`src/rtl/wordle_key_sender.sv`:
```
// Automated enter-key sequencer for the wordle game: encodes a 4-letter guess and replays clear/letters/compare/result presses.
// Optional build macro WORDLE_KEY_SENDER_SKIP_CLEAR_EN drops the leading clear press (sequence runs presses 1..6).
module wordle_key_sender #(
  parameter int SETUP_CYC = 2,
  parameter int PRESS_CYC = 4,
  parameter int GAP_CYC   = 4
) (
  input  logic        clk,
  input  logic        reset,
  input  logic        start,
  input  logic [19:0] letters,
  output logic        busy,
  output logic        done,
  output logic        err,
  output logic [9:0]  switch_out,
  output logic        enter_out,
  output logic [2:0]  press_idx
);

  typedef enum logic [2:0] {IDLE, SETUP, PRESS, GAP, FINISH} state_t;

`ifdef WORDLE_KEY_SENDER_SKIP_CLEAR_EN
  localparam logic [2:0] FIRST_PRESS = 3'd1;
`else
  localparam logic [2:0] FIRST_PRESS = 3'd0;
`endif
  localparam logic [2:0] LAST_PRESS = 3'd6;

  localparam logic [7:0] SETUP_LD = 8'(SETUP_CYC - 1);
  localparam logic [7:0] PRESS_LD = 8'(PRESS_CYC - 1);
  localparam logic [7:0] GAP_LD   = 8'(GAP_CYC - 1);

  state_t      state;
  logic [7:0]  cnt;
  logic [19:0] letters_q;
  logic        start_ok;

  // Letter index i maps to a column (i%7, one-hot from bit 9 down) and a row group (i/7) in the low bits.
  function automatic logic [9:0] encode_letter(input logic [4:0] idx);
    logic [4:0] g;
    logic [4:0] p;
    logic [9:0] code;
    g         = idx / 5'd7;
    p         = idx - 5'(g * 5'd7);
    code      = '0;
    code[9:3] = 7'b1000000 >> p;
    case (g)
      5'd1:    code[2:0] = 3'b001;
      5'd2:    code[2:0] = 3'b010;
      5'd3:    code[2:0] = 3'b100;
      default: code[2:0] = 3'b000;
    endcase
    return code;
  endfunction

  function automatic logic [9:0] press_code(input logic [2:0] n, input logic [19:0] lt);
    case (n)
      3'd1:    return encode_letter(lt[19:15]);
      3'd2:    return encode_letter(lt[14:10]);
      3'd3:    return encode_letter(lt[9:5]);
      3'd4:    return encode_letter(lt[4:0]);
      default: return 10'd0;
    endcase
  endfunction

  function automatic logic letters_valid(input logic [19:0] lt);
    return (lt[19:15] <= 5'd25) && (lt[14:10] <= 5'd25) &&
           (lt[9:5]   <= 5'd25) && (lt[4:0]   <= 5'd25);
  endfunction

  assign start_ok = (state == IDLE) && start && letters_valid(letters);

  // Guess storage is pure data: captured once on acceptance, no reset needed.
  always_ff @(posedge clk) begin
    if (start_ok)
      letters_q <= letters;
  end

  always_ff @(posedge clk) begin
    if (reset) begin
      state      <= IDLE;
      cnt        <= 8'd0;
      busy       <= 1'b0;
      done       <= 1'b0;
      err        <= 1'b0;
      switch_out <= 10'd0;
      enter_out  <= 1'b0;
      press_idx  <= 3'd0;
    end else begin
      done <= 1'b0;
      case (state)
        IDLE: begin
          if (start) begin
            if (start_ok) begin
              state      <= SETUP;
              busy       <= 1'b1;
              err        <= 1'b0;
              press_idx  <= FIRST_PRESS;
              switch_out <= press_code(FIRST_PRESS, letters);
              cnt        <= SETUP_LD;
            end else begin
              err  <= 1'b1;
              done <= 1'b1;
            end
          end
        end
        SETUP: begin
          if (cnt == 8'd0) begin
            state     <= PRESS;
            enter_out <= 1'b1;
            cnt       <= PRESS_LD;
          end else begin
            cnt <= cnt - 8'd1;
          end
        end
        PRESS: begin
          if (cnt == 8'd0) begin
            state     <= GAP;
            enter_out <= 1'b0;
            cnt       <= GAP_LD;
          end else begin
            cnt <= cnt - 8'd1;
          end
        end
        GAP: begin
          if (cnt == 8'd0) begin
            if (press_idx == LAST_PRESS) begin
              state      <= FINISH;
              busy       <= 1'b0;
              done       <= 1'b1;
              switch_out <= 10'd0;
              press_idx  <= 3'd0;
            end else begin
              state      <= SETUP;
              press_idx  <= press_idx + 3'd1;
              switch_out <= press_code(press_idx + 3'd1, letters_q);
              cnt        <= SETUP_LD;
            end
          end else begin
            cnt <= cnt - 8'd1;
          end
        end
        FINISH: begin
          state <= IDLE;
        end
        default: begin
          state <= IDLE;
        end
      endcase
    end
  end

endmodule

```
`config.mk`:
```
export PLATFORM = sky130hd
export DESIGN_NAME = wordle_key_sender
export DESIGN_NICKNAME = d
export VERILOG_FILES = /design/src/rtl/wordle_key_sender.sv
export SDC_FILE = /design/constraint.sdc
export NUM_CORES = 1
export LEC_CHECK = 0
export BUFFER_PORTS_ARGS = -buffer_cell sky130_fd_sc_hd__buf_2
export CAP_MARGIN = 20
export CORE_ASPECT_RATIO = 0.9
export CORE_MARGIN = 2
export CORE_UTILIZATION = 55
export DETAILED_ROUTE_END_ITERATION = 7
export PLACE_DENSITY = 0.75
export SETUP_SLACK_MARGIN = 0.2
export SLEW_MARGIN = 0
export SYNTH_ARGS = -nofsm -noshare
export SYNTH_HDL_FRONTEND = slang
export SYNTH_SLANG_ARGS = --single-unit
```
`constraint.sdc`:
```
create_clock -name clk -period 9.75 [get_ports clk]
set_clock_uncertainty 0.05 [all_clocks]
set_input_delay 1.95 -clock clk [delete_from_list [all_inputs] [get_ports clk]]
set_output_delay 1.95 -clock clk [all_outputs]
set_load 0.02 [all_outputs]
```
==> results_dict.tcl, run 1 <==
set metrics [dict create \
    yosys.area_share.adder_pct 21.3 \
    cts.sinks 48 \
    asyncSetResetFlopFracSynth_pct 0 \
    synthXorXnorAreaFrac_pct 5.77 \
    grt_setup_unrepaired "no" \
    yosys.cell_types.count 62 \
    arrival_ps 5490 \
    result_of_the_run "finished clean" \
    crit_path_cell_trace "ha_1, nor3b_4, nand2_1, o21ai_0, ha_1, inv_1, o311ai_0, nand2_1, or2_2, inv_1, fa_1, inv_1, ha_1, inv_1, ha_1, a21oi_1, nor2_1, nor2_1, xnor2_1, or3_1, nor4_1, a32o_2, a22o_1" \
    internal_power_mw 0.588 \
    drt_iter0_drc 255 \
    first_pass_iters 5 \
    path_class "flip-flop to flip-flop" \
    cp_data_required_time_ps 9950 \
    crit_path_max_fanout 13 \
    finalInstanceArea_sq_um 4730 \
    mapped_cells 514 \
    final.period_utilization_pct 54.2 \
    power_density_nw_per_um2 229 \
    synth_top_flop_cell "sky130_fd_sc_hd__dfxtp_1" \
    cpLargestDelayFamily "simple AND/OR/NAND/NOR gates" \
    hold_ws_ps 426 \
    final-max-slew-violation-count 0 \
    postCtsSetupRepairBufs 0 \
    maximum_number_of_pins_on_one_net_before_global_route_repair 21 \
    hold_path.class "flip-flop to flip-flop" \
    tritoncts "done" \
    p_switching_mw 0.493 \
    max-vdd-ir-drop_mv 0.222 \
    count_of_buffering_cells_on_the_critical_path_with_inverters_included 4 \
    globalRoute.totalOverflow 0 \
    gp_routability_congestion 0.869 \
    cts_buffer_count 5 \
    pwr-share-clk_pct 12.0 \
    syn-num-nets 604 \
    wl_met2_mm 4.17 \
    floorplan.die.height_um 88.9 \
    crit_path_start_kind "flip-flop" \
    part_of_the_yosys_area_used_for_sequential_elements_pct 26.4 \
    synth_edf_count 20 \
    numPortBuffers 39 \
    synth_seq_cells 48 \
    place.detailed.hpwl_mm 7.31 \
    clkTransAtPathRegs_ps 90 \
    relSlewSlack_pct 42.5 \
    cellLeakagePower_nw 2.06 \
    ios 40 \
    finalHoldViolCount 0 \
    drv.max_cap_violation_count 0 \
    fin_setup_tns_ps 0 \
    clock-root-buffer "sky130_fd_sc_hd__clkbuf_8" \
    post_cts_resized 0 \
    grt_first_pass_wirelength_mm 15.6 \
    antenna_left 0 \
    start_util_pct 57.5 \
    insertedDiodeCount 0 \
    die_x_um 98.3 \
    num_rows 30 \
    synth.mux.area_fraction_pct 0.455 \
    setup_viol 0 \
    critical_path.slowest_cell "sky130_fd_sc_hd__edfxtp_1" \
    holdBufCountCts 0 \
    core-area_sq_um 7660 \
    worst-slew-pin-transition_ps 862 \
    grtUsageTotal_pct 21.7 \
    route.layer.met1.wl_mm 4.42 \
    max_stage_delay_ps 590 \
    fraction_of_final_layout_cells_sized_beyond_drive_strength_1_pct 12.0 \
    synth_warnings 0 \
    synth_compound_area_share_pct 18.8 \
    drc 0 \
    endpoint_kind "flip-flop" \
    netSwitchingFraction_pct 45.6 \
    route.vias.total 3699 \
    pnr_worst_setup_slack_ps 4470 \
    area_overhead_vs_synth_pct 7.33 \
    antenna_found_initial 0 \
    worstSkewPairLatency_ps 310 \
    floorplan.die_area_sq_um 8740 \
    topRoutingLayerUsed "met4" \
    utilization_pct 61.7 \
    fmax_mhz 189 \
    wl_per_cell_um 14.6 \
    detail_route.wirelength_mm 9.28 \
    detailed_place.area_sq_um 4630 \
    synth_simple_gate_area_share_pct 20.3 \
    syn_area_per_cell_sq_um 8.57 \
    dpl_worst_slack_ps 4510 \
    synth_top_family_by_area "adder cells" \
    layout.nets 630 \
    vias_in_the_first_global_route 3476 \
    comb_power_share_pct 60.4 \
    ctsHtreeMaxLevel 2 \
    seq_power_share_pct 27.6 \
    drt-vias-per-instance 5.81 \
    layout_min_cycle_time_ps 5280 \
    cts-root-to-sink-buffers 2 \
    routed-wl-met3_um 532 \
    synth_area_sq_um 4400 \
]
[stage by stage]
step	total power [mW]	cells
6_report	1.08	637
5_1_grt	1.19	637
4_1_cts	1.08	637
3_5_place_dp	0.945	629
3_3_place_gp	0.926	629
2_1_floorplan	0.816	514
[final cells by class]
type                    count  area, sq um
multi-input cells         387         2930
clock buffers               6         82.6
clock inverters             2         13.8
inverters                  59          221
flip-flops and latches     48         1160
well taps                  96          120
repair buffers             39          195
fillers                   676         2930
[tightest hold or removal path, stage by stage, from the launching register on]
cell	delay, ps
sky130_fd_sc_hd__dfxtp_1	330
sky130_fd_sc_hd__nand2_1	60
sky130_fd_sc_hd__a21oi_1	50
[registers in the layout, summed over array words and instances, names as in the netlist]
| register | cells |
|---|---|
| cnt | 8 |
| letters_q | 20 |
| enter_out | 1 |
| busy | 1 |
| switch_out | 10 |
| press_idx | 3 |
| done | 1 |
| err | 1 |
| state | 3 |
[layout by cell type (no fill, tap or decap), types with 7 or more instances in the layout]
cell type                  synthesis  layout
sky130_fd_sc_hd__o211ai_1         12      12
sky130_fd_sc_hd__nor2_1           54      54
sky130_fd_sc_hd__nand2b_1          7       7
sky130_fd_sc_hd__nor2b_1           8       8
sky130_fd_sc_hd__nand3_1           8       8
sky130_fd_sc_hd__a22o_1           11      11
sky130_fd_sc_hd__xnor2_1          20      20
sky130_fd_sc_hd__nand2_1          32      32
sky130_fd_sc_hd__buf_2             4      39
sky130_fd_sc_hd__nor3_1           15      15
sky130_fd_sc_hd__and3_1            9       9
sky130_fd_sc_hd__o21ai_0          28      28
sky130_fd_sc_hd__a21oi_1          25      25
sky130_fd_sc_hd__ha_1             55      55
sky130_fd_sc_hd__edfxtp_1         20      20
sky130_fd_sc_hd__fa_1             12      12
sky130_fd_sc_hd__inv_1            59      59
sky130_fd_sc_hd__xor2_1            9       9
sky130_fd_sc_hd__dfxtp_1          28      28
[metal layers]
layer | vias up | global-route usage [%]
li1 | 1847 | -
met3 | 16 | 5.16
met5 | - | 0
met4 | 0 | 5.73
met1 | 1737 | 28.9
met2 | 99 | 36.1
[power by group through the flow]
stage / Combinational (mW) / Sequential (mW) / Clock (mW)
4_1_cts: 0.651 / 0.297 / 0.133
3_5_place_dp: 0.644 / 0.301 / 0
2_1_floorplan: 0.531 / 0.285 / 0
3_3_place_gp: 0.626 / 0.300 / 0
6_report: 0.653 / 0.298 / 0.130
5_1_grt: 0.742 / 0.304 / 0.140
[cell usage after synthesis, types with 3 or more instances]
master | instances | area, sq um
sky130_fd_sc_hd__inv_1 | 59 | 221
sky130_fd_sc_hd__ha_1 | 55 | 688
sky130_fd_sc_hd__nor2_1 | 54 | 203
sky130_fd_sc_hd__nand2_1 | 32 | 120
sky130_fd_sc_hd__dfxtp_1 | 28 | 561
sky130_fd_sc_hd__o21ai_0 | 28 | 140
sky130_fd_sc_hd__a21oi_1 | 25 | 125
sky130_fd_sc_hd__edfxtp_1 | 20 | 601
sky130_fd_sc_hd__xnor2_1 | 20 | 175
sky130_fd_sc_hd__nor3_1 | 15 | 75.1
sky130_fd_sc_hd__clkbuf_1 | 14 | 52.6
sky130_fd_sc_hd__fa_1 | 12 | 240
sky130_fd_sc_hd__o211ai_1 | 12 | 90.1
sky130_fd_sc_hd__a22o_1 | 11 | 96.3
sky130_fd_sc_hd__and3_1 | 9 | 56.3
sky130_fd_sc_hd__xor2_1 | 9 | 78.8
sky130_fd_sc_hd__nand3_1 | 8 | 40.0
sky130_fd_sc_hd__nor2b_1 | 8 | 50.1
sky130_fd_sc_hd__nand2b_1 | 7 | 43.8
sky130_fd_sc_hd__a211oi_1 | 6 | 45.0
sky130_fd_sc_hd__nand3b_1 | 6 | 45.0
sky130_fd_sc_hd__a31oi_1 | 5 | 31.3
sky130_fd_sc_hd__a211o_1 | 4 | 35.0
sky130_fd_sc_hd__a221oi_1 | 4 | 35.0
sky130_fd_sc_hd__buf_2 | 4 | 20.0
sky130_fd_sc_hd__nor3b_1 | 4 | 30.0
sky130_fd_sc_hd__or2_2 | 4 | 25.0
sky130_fd_sc_hd__a21o_1 | 3 | 22.5
sky130_fd_sc_hd__a32o_1 | 3 | 30.0
sky130_fd_sc_hd__and2_1 | 3 | 18.8
sky130_fd_sc_hd__or3_1 | 3 | 18.8
[cell families after synthesis]
kind of cell / after synthesis
AO/OA/AOI/OAI: 121
XOR/XNOR: 29
adder cells (fa/ha/maj): 68
buffers and inverters: 79
flip-flops: 48
multiplexers: 2
AND/OR/NAND/NOR: 167
[worst paths after layout]
check        cells past startpoint             to  slack (ps)     startpoint
max reg2reg                     23  switch_out[9]        4470  letters_q[17]
min                              2      enter_out         430      enter_out
min reg2reg                      2      enter_out         430      enter_out
max                             23  switch_out[9]        4470  letters_q[17]
Power figures use the tool's default switching activity.
==> run 2, diff against run 1 <==
==> constraint.sdc (replaced) <==
create_clock -name clk -period 5.5 [get_ports clk]
set_clock_uncertainty 0.05 [all_clocks]
set_input_delay 1.1 -clock clk [delete_from_list [all_inputs] [get_ports clk]]
set_output_delay 1.1 -clock clk [all_outputs]
set_load 0.02 [all_outputs]
==> run 2 against run 1 <==
Global-route usage barely moved. Critical path depth rose by 1. Register-to-register slack worse by 3900 ps. First-iteration DRC count down 7.5%. Sequential share of layout area fell by 0.49 points. Total power rose by 84%. Sequential power grew 76%. Count of clock-buffer cells in the layout stayed put.
==> results_dict.tcl, run 2 (synthesized netlist as in run 1, its figures left out) <==
set metrics [dict create \
    crit_path_max_fanout 5 \
    floorplan.die_area_sq_um 8740 \
    worst_path_most_repeated_cell "sky130_fd_sc_hd__ha_1" \
    crit_path_cell_trace "ha_1, nor3b_4, o21ai_0, nand2_1, o21ai_0, ha_1, o211ai_1, a221o_1, nand2_1, or2_2, inv_1, fa_1, inv_1, ha_1, inv_1, ha_1, a21oi_1, nor2_1, nor2_1, xnor2_1, or3_1, nor4_1, a32o_2, a22o_1" \
    start_util_pct 57.5 \
    fraction_of_final_layout_cells_sized_beyond_drive_strength_1_pct 13.3 \
    cp_data_required_time_ps 5710 \
    floorplan.die.height_um 88.9 \
    ff2ff_path_depth 24 \
    layout.cells.most_common "sky130_fd_sc_hd__inv_1" \
    maximum_number_of_pins_on_one_net_before_global_route_repair 21 \
    hold_path.class "flip-flop to flip-flop" \
    fmax_mhz 204 \
    die_x_um 98.3 \
    cts-root-to-sink-buffers 2 \
    setup_viol 0 \
    ff_to_ff_end "switch_out[6]" \
    ctsHtreeMaxLevel 2 \
    filler_cell_count 639 \
    critical_path.slowest_cell "sky130_fd_sc_hd__fa_1" \
    first_pass_iters 4 \
    gp_routability_congestion 0.869 \
    fin_setup_tns_ps 0 \
    dpl.cell_count 629 \
    antenna_found_initial 0 \
    area_overhead_vs_synth_pct 9.52 \
    globalRoute.totalOverflow 0 \
    drt-vias-per-instance 5.76 \
    drt_iter0_drc 236 \
    count_of_buffering_cells_on_the_critical_path_with_inverters_included 3 \
    arrival_ps 5120 \
    max_stage_delay_ps 490 \
    regMostFlops "letters_q" \
    vias_in_the_first_global_route 3462 \
    largest_register_ff_count 20 \
    cellLeakagePower_nw 2.11 \
    wl_per_cell_um 14.3 \
    drv.max_cap_violation_count 0 \
    grtUsageTotal_pct 21.6 \
    cts_buffer_count 5 \
    path_class "flip-flop to flip-flop" \
    place.detailed.hpwl_mm 7.18 \
    worstSkewPairLatency_ps 310 \
    antenna_left 0 \
    layout_min_cycle_time_ps 4910 \
    post_layout_nonfiller_instances 644 \
    seq_area_sq_um 1160 \
    ios 40 \
    relSlewSlack_pct 42.6 \
    utilization_pct 63.0 \
    max-vdd-ir-drop_mv 0.301 \
    setup.reg_to_reg.worst_slack_ps 590 \
    worst-slew-pin-transition_ps 860 \
    route.vias.total 3708 \
    cpLargestDelayFamily "adder cells" \
    clkTransAtPathRegs_ps 100 \
    layout_top_registers "letters_q (20), switch_out (10), cnt (8)" \
    tritoncts "done" \
    final-max-slew-violation-count 0 \
    core-area_sq_um 7660 \
    grt_setup_unrepaired "no" \
    detail_route.wirelength_mm 9.20 \
    leading_cell_types_in_the_layout_fill_and_taps_excluded "59 x sky130_fd_sc_hd__inv_1, 55 x sky130_fd_sc_hd__ha_1, 54 x sky130_fd_sc_hd__nor2_1" \
    worst_setup_path_endpoint "switch_out[6]" \
    layout.nets 637 \
    final.period_utilization_pct 89.2 \
    multiInputGateArea_sq_um 2940 \
    numPortBuffers 39 \
    clock-root-buffer "sky130_fd_sc_hd__clkbuf_8" \
    reg2reg_from "letters_q[17]" \
    num_rows 30 \
    insertedDiodeCount 0 \
    finalHoldViolCount 0 \
    endpoint_kind "flip-flop" \
    grt_first_pass_wirelength_mm 15.7 \
    cts.sinks 48 \
    result_of_the_run "finished clean" \
    hold_ws_ps 425 \
    crit_path_start_kind "flip-flop" \
    design_power_total_mw 1.99 \
    power_density_nw_per_um2 413 \
    startpoint "letters_q[17]" \
    drc 0 \
    crit_cells 24 \
]
-- run 2: cell types whose count changed in the layout (fill, tap and decap cells not counted) --
cell / delta
sky130_fd_sc_hd__clkbuf_8: -1
sky130_fd_sc_hd__o311ai_2: +1
sky130_fd_sc_hd__o311ai_0: -1
sky130_fd_sc_hd__clkinv_2: -1
sky130_fd_sc_hd__clkbuf_16: +1
sky130_fd_sc_hd__bufinv_16: +1
sky130_fd_sc_hd__buf_4: +7
-- run 2: where the power goes --
| part | leakage, nW | internal, mW | switching, mW | total (mW) |
|---|---|---|---|---|
| logic | 1.63 | 0.505 | 0.661 | 1.17 |
| clock network | 0.0669 | 0.165 | 0.134 | 0.299 |
| registers | 0.413 | 0.440 | 0.0849 | 0.525 |
| total | 2.11 | 1.11 | 0.880 | 1.99 |
-- run 2: area by class of cell --
type,instances,share of cell area [%]
Multi-Input combinational cell,387,61.0
Tap cell,96,2.49
Clock buffer,6,1.95
Inverter,59,4.59
Clock inverter,2,0.804
Sequential cell,48,24.1
Timing Repair Buffer,46,5.14
-- run 2: how the worst min path moves through the flow --
stage / startpoint / to / slack (ps) / cells after the start
after floorplan: cnt[2] / cnt[2] / 420 / 2
after global placement: enter_out / enter_out / 400 / 2
after detailed placement: enter_out / enter_out / 410 / 2
after CTS: enter_out / enter_out / 430 / 2
after global routing: enter_out / enter_out / 460 / 2
final: enter_out / enter_out / 430 / 2
-- run 2: per-layer routing --
metal / GRT usage (%) / wire length [um] / vias to the layer above
li1: - / - / 1859
met1: 29.6 / 4370 / 1754
met2: 37.5 / 4340 / 88
met3: 3.21 / 433 / 7
met4: 3.74 / 55 / 0
met5: 0 / 0 / -
-- run 2: timing repair --
item                       4_1_cts  5_1_grt
hold buffers                     0        0
setup endpoints to repair        0        7
buffers inserted                 0        7
resized for setup                0        2
-- run 2: worst register-to-register path, delay by kind of cell, from the launching register on --
kind | cells | cell delay (ps)
AO/OA/AOI/OAI | 7 | 1270
buffers and inverters | 3 | 180
XOR/XNOR | 1 | 80
AND/OR/NAND/NOR | 8 | 1200
flip-flops | 1 | 480
adder cells (fa/ha/maj) | 5 | 1610
-- run 2: per-stage QoR --
step                setup slack [ps]  cell area [sq um]
floorplan                        946               4400
global placement                 535               4630
detailed placement               242               4630
CTS                              209               4760
global route                     193               4820
finish                           591               4820
